==> src/rtl/cnn_pkg.sv <==
// Shared fixed-point types and helpers for the PPG->CO CNN datapath.
package cnn_pkg;

    typedef logic signed [15:0] q4_12_t;
    typedef q4_12_t vec16_t [16];

    // Negative samples, including the most negative code 16'h8000, map to zero.
    function automatic q4_12_t relu_q(input q4_12_t x);
        return x[15] ? q4_12_t'(0) : x;
    endfunction

endpackage

==> src/rtl/relu_max_lane.sv <==
// One channel of ReLU followed by a running max against the window accumulator.
module relu_max_lane
    import cnn_pkg::*;
(
    input  q4_12_t x,
    input  q4_12_t acc,
    input  logic   first,
    output q4_12_t y
);

    q4_12_t r;

    always_comb begin
        r = relu_q(x);
        y = r;
        if (!first && (acc > r)) begin
            y = acc;
        end
    end

endmodule

==> src/rtl/relu_maxpool3.sv <==
// ReLU + 1-D temporal max-pool after batch-norm layer 3, with ready/valid on both sides.
module relu_maxpool3
    import cnn_pkg::*;
#(
    parameter int N_CH   = 16,
    parameter int DATA_W = 16,
    parameter int POOL_K = 2
) (
    input  logic   clk,
    input  logic   reset,
    input  logic   valid_in,
    input  logic   last_in,
    input  q4_12_t input_data [N_CH],
    output logic   ready_out,
    output q4_12_t output_data [N_CH],
    output logic   valid_out,
    output logic   last_out,
    input  logic   ready_in
);

    localparam int CNT_W = (POOL_K > 1) ? $clog2(POOL_K) : 1;
    localparam logic [CNT_W-1:0] CNT_LAST = CNT_W'(POOL_K - 1);

    generate
        if (DATA_W != $bits(q4_12_t)) begin : g_bad_width
            $error("relu_maxpool3: DATA_W must match q4_12_t");
        end
        if (POOL_K < 1 || POOL_K > 8) begin : g_bad_pool
            $error("relu_maxpool3: POOL_K out of range 1..8");
        end
    endgenerate

    logic [CNT_W-1:0] cnt_p0;
    q4_12_t           acc_p0 [N_CH];
    q4_12_t           m_p0   [N_CH];
    logic             first_p0;
    logic             acc_beat;
    logic             win_close;
    logic             retire;

    // Input only stalls while a finished result is waiting on the consumer.
    assign ready_out = !(valid_out && !ready_in);
    assign acc_beat  = valid_in && ready_out;
    assign first_p0  = (cnt_p0 == '0);
    assign win_close = acc_beat && ((cnt_p0 == CNT_LAST) || last_in);
    assign retire    = valid_out && ready_in;

    for (genvar c = 0; c < N_CH; c++) begin : g_lane
        relu_max_lane u_lane (
            .x     (input_data[c]),
            .acc   (acc_p0[c]),
            .first (first_p0),
            .y     (m_p0[c])
        );
    end

    // Stage p0 -> p1: window accumulate / close into the output register.
    always_ff @(posedge clk) begin
        if (!reset) begin
            cnt_p0    <= '0;
            valid_out <= 1'b0;
            last_out  <= 1'b0;
            for (int c = 0; c < N_CH; c++) begin
                acc_p0[c]      <= '0;
                output_data[c] <= '0;
            end
        end else if (win_close) begin
            cnt_p0    <= '0;
            valid_out <= 1'b1;
            last_out  <= last_in;
            for (int c = 0; c < N_CH; c++) begin
                output_data[c] <= m_p0[c];
            end
        end else begin
            if (acc_beat) begin
                cnt_p0 <= cnt_p0 + 1'b1;
                for (int c = 0; c < N_CH; c++) begin
                    acc_p0[c] <= m_p0[c];
                end
            end
            if (retire) begin
                valid_out <= 1'b0;
                last_out  <= 1'b0;
            end
        end
    end

endmodule
==> config.mk <==
export PLATFORM = sky130hd
export DESIGN_NAME = relu_maxpool3
export DESIGN_NICKNAME = d
export VERILOG_FILES = /design/src/rtl/cnn_pkg.sv /design/src/rtl/relu_max_lane.sv /design/src/rtl/relu_maxpool3.sv
export SDC_FILE = /design/constraint.sdc
export NUM_CORES = 1
export LEC_CHECK = 0
export ABC_CLOCK_PERIOD_IN_PS = 8000
export BUFFER_PORTS_ARGS = -buffer_cell sky130_fd_sc_hd__buf_2
export CORE_UTILIZATION = 38
export CTS_BUF_LIST = sky130_fd_sc_hd__clkbuf_4
export DETAILED_ROUTE_END_ITERATION = 7
export SYNTH_ARGS = -nofsm -noshare
export SYNTH_HDL_FRONTEND = slang
export SYNTH_SLANG_ARGS = --single-unit
==> constraint.sdc <==
create_clock -name clk -period 8 [get_ports clk]
set_clock_uncertainty 0.2 [all_clocks]
set_input_delay 1.6 -clock clk [delete_from_list [all_inputs] [get_ports clk]]
set_output_delay 1.6 -clock clk [all_outputs]
set_load 0.005 [all_outputs]
==> results.toml <==
[status]
status = "finished clean"

[synthesis]
synth_most_common_cell = "o21ai_0"
synth_area_leader_cell = "edfxtp_1"
synth.area.top_cells = "edfxtp_1 (27%), dfxtp_1 (18%), ha_1 (10%), a31oi_1 (5.2%), nand2b_1 (5.1%)"
yosysSeqAreaShare = 0.446
ys_seq_elements = 515
async_flop_share = 0
synth_area_mm2 = 0.0288
synth.distinct_cells = 50
yosys.area.top_type_share = 0.266
syn_area_per_cell_um2 = 10.1
synth_ff_type = "dfxtp_1"
ys_warn_count = 0
synthTopCellsByCount = "o21ai_0 (266), dfxtp_1 (259), edfxtp_1 (256), ha_1 (240), a31oi_1 (239)"
synthCells = 2868
synth_edf_count = 256

[placement]
place_hpwl_um = 52900
io_buffers = 519
dp_cells = 4176
place_area_mm2 = 0.0320
place_congestion = 0.811

[floorplanning]
die_h_um = 278
die-area_mm2 = 0.0770
num_rows = 100
core_mm2 = 0.0748
die_w_um = 278
io_pins = 520
start_util = 0.386

[clock_tree]
cts_resized = 0
clock_path_buffers = 3
cts_tree = "built"
cts_root_buf = "clkbuf_4"
path_clk_slew_ns = 0.06
cts_sinks = 515
ctsHoldBuffers = 0
ctsHtreeMaxLevel = 4
clk_latency_ns = 0.93
numCtsBuffers = 146
post_cts_buffers = 0

[worst_setup_path]
crit_chain = "buf_2 -> nand2b_1 -> buf_2"
cp-start-kind = "primary input"
slowest_delay_ns = 0.19
cp_max_fo = 5
end_kind = "output port"
crit_top_cell = "buf_2"
required_ns = 6.20
crit_type = "in -> out"
crit_slowest_cell = "nand2b_1"
arrival_ns = 2.03

[layout]
fin_area_mm2 = 0.0340
drive_gt1_frac = 0.247
finalNonFillerCells = 4454
fill_cells = 7356
area_delta_synth_final_pct = 17.9
nets = 3856

[detailed_routing]
routedWlPerCell_um = 17.7
drt_iter0_drc = 1183
vias = 23900
drtPass1Iterations = 7
routed_via_density = 5.36
drt_wl_total_um = 78800
ant_nets = 0
drc = 0

[sta]
slew_viol_final = 0
tightest_slew_ns = 1.12
hold_viol = 0
setup_viol = 0
post-route-min-period_ns = 3.83
timing.fmax_mhz = 261
rsz0062_at_grt = "false"
fin_setup_tns_ns = 0
fin_crit_sh = 0.479
slew_headroom = 0.251

[grt]
grt_max_degree = 241
grt_pass1_vias = 23200
grt_pass1_wl_um = 125000
antenna_found_initial = 10
grt_usage = 0.201
grt_overflow = 0

[power_and_ir_drop]
p_per_area_mw_per_mm2 = 200
ir_worst_vdd_v = 0.000140
p_leak_uw = 0.0143

[hold_path]
hp-class = "reg -> reg"

[job]
maxCapViolCount = 0
## layout by cell type (no fill, tap or decap), drive strengths merged, types with 3 or more instances in the layout
cell and n:
and4 3, bufinv 4, inv 46, o21a 14
nand2 85, o221ai 9, nand3 145, edfxtp 256
a21bo 9, nor2b 16, a221oi 9, a21oi 232
a31oi 240, diode 9, buf 546, nor2 16
clkinv 39, or3 8, nor4 8, o21ai 274
and3 21, a211oi 16, a211o 7, a21boi 92
or3b 98, o21bai 98, clkbuf 220, conb 16
ha 240, nand4b 16, or4 8, nor3 17
a21o 149, a2bb2oi 5, nand2b 234, nand4 18
dfxtp 259
## path summary, 6_finish.rpt
check | slack (ns) | cells past startpoint | start | end
setup / recovery | 4.17 | 3 | ready_in | ready_out
hold / removal | 0.28 | 1 | output_data[159]$_SDFFE_PN0P_ | output_data[159]$_SDFFE_PN0P_
setup reg to reg | 4.90 | 5 | valid_out$_SDFFE_PN0P_ | acc_p0[0][103]$_SDFFCE_PN0P_
hold reg to reg | 0.28 | 1 | output_data[159]$_SDFFE_PN0P_ | output_data[159]$_SDFFE_PN0P_
## sequential cells by signal (all words and copies together) (netlist names)
name,count
output_data,256
cnt_p0,1
acc_p0,256
last_out,1
valid_out,1
## final cells by class
cell class | instances | area, um^2 | area share
inverter | 42 | 158 | 0.00464
timing repair buffer | 546 | 2850 | 0.0837
clock inverter | 49 | 320 | 0.00942
multi-input combinational | 2104 | 14900 | 0.439
tap | 969 | 1210 | 0.0357
sequential | 515 | 12900 | 0.379
antenna | 9 | 22.5 | 0.000662
clock buffer | 220 | 1650 | 0.0486
## logic make-up after synthesis
group | synth area share
AO/OA/AOI/OAI | 0.250
AND/OR/NAND/NOR | 0.158
buffers and inverters | 0.0418
other | 0.000130
adder cells (fa/ha/maj) | 0.104
flip-flops | 0.446
## worst max-delay path: cells and delay by family
kind                   cells  cell delay [ns]
buffers and inverters      2             0.24
AND/OR/NAND/NOR            1             0.19
## report_power, final
| group | switching (uW) | internal, uW | total, uW | leakage (uW) |
|---|---|---|---|---|
| sequential | 107 | 2980 | 3080 | 0.00483 |
| combinational | 682 | 454 | 1140 | 0.00829 |
| clock | 1200 | 1390 | 2590 | 0.00116 |
| total | 1990 | 4820 | 6810 | 0.0143 |
## stage by stage
stage	power, uW	setup WS, ns	utilization	hold slack (ns)
after CTS	6940	4.16	0.454	0.280
after detailed placement	4280	3.43	0.428	0.261
after floorplan	3900	2.19	-	0.272
final	6810	4.17	0.454	0.278
after global routing	7220	4.13	0.454	0.289
after global placement	4280	3.48	0.428	0.261
## layer usage
| layer | GRT usage | vias up | wire [um] |
|---|---|---|---|
| met3 | 0.0529 | 135 | 5050 |
| met5 | 0 | - | 45 |
| met1 | 0.256 | 11200 | 35000 |
| met2 | 0.323 | 585 | 36700 |
| met4 | 0.0798 | 6 | 2100 |
| li1 | - | 12000 | - |
No activity file was read; power rests on OpenSTA's default activity.
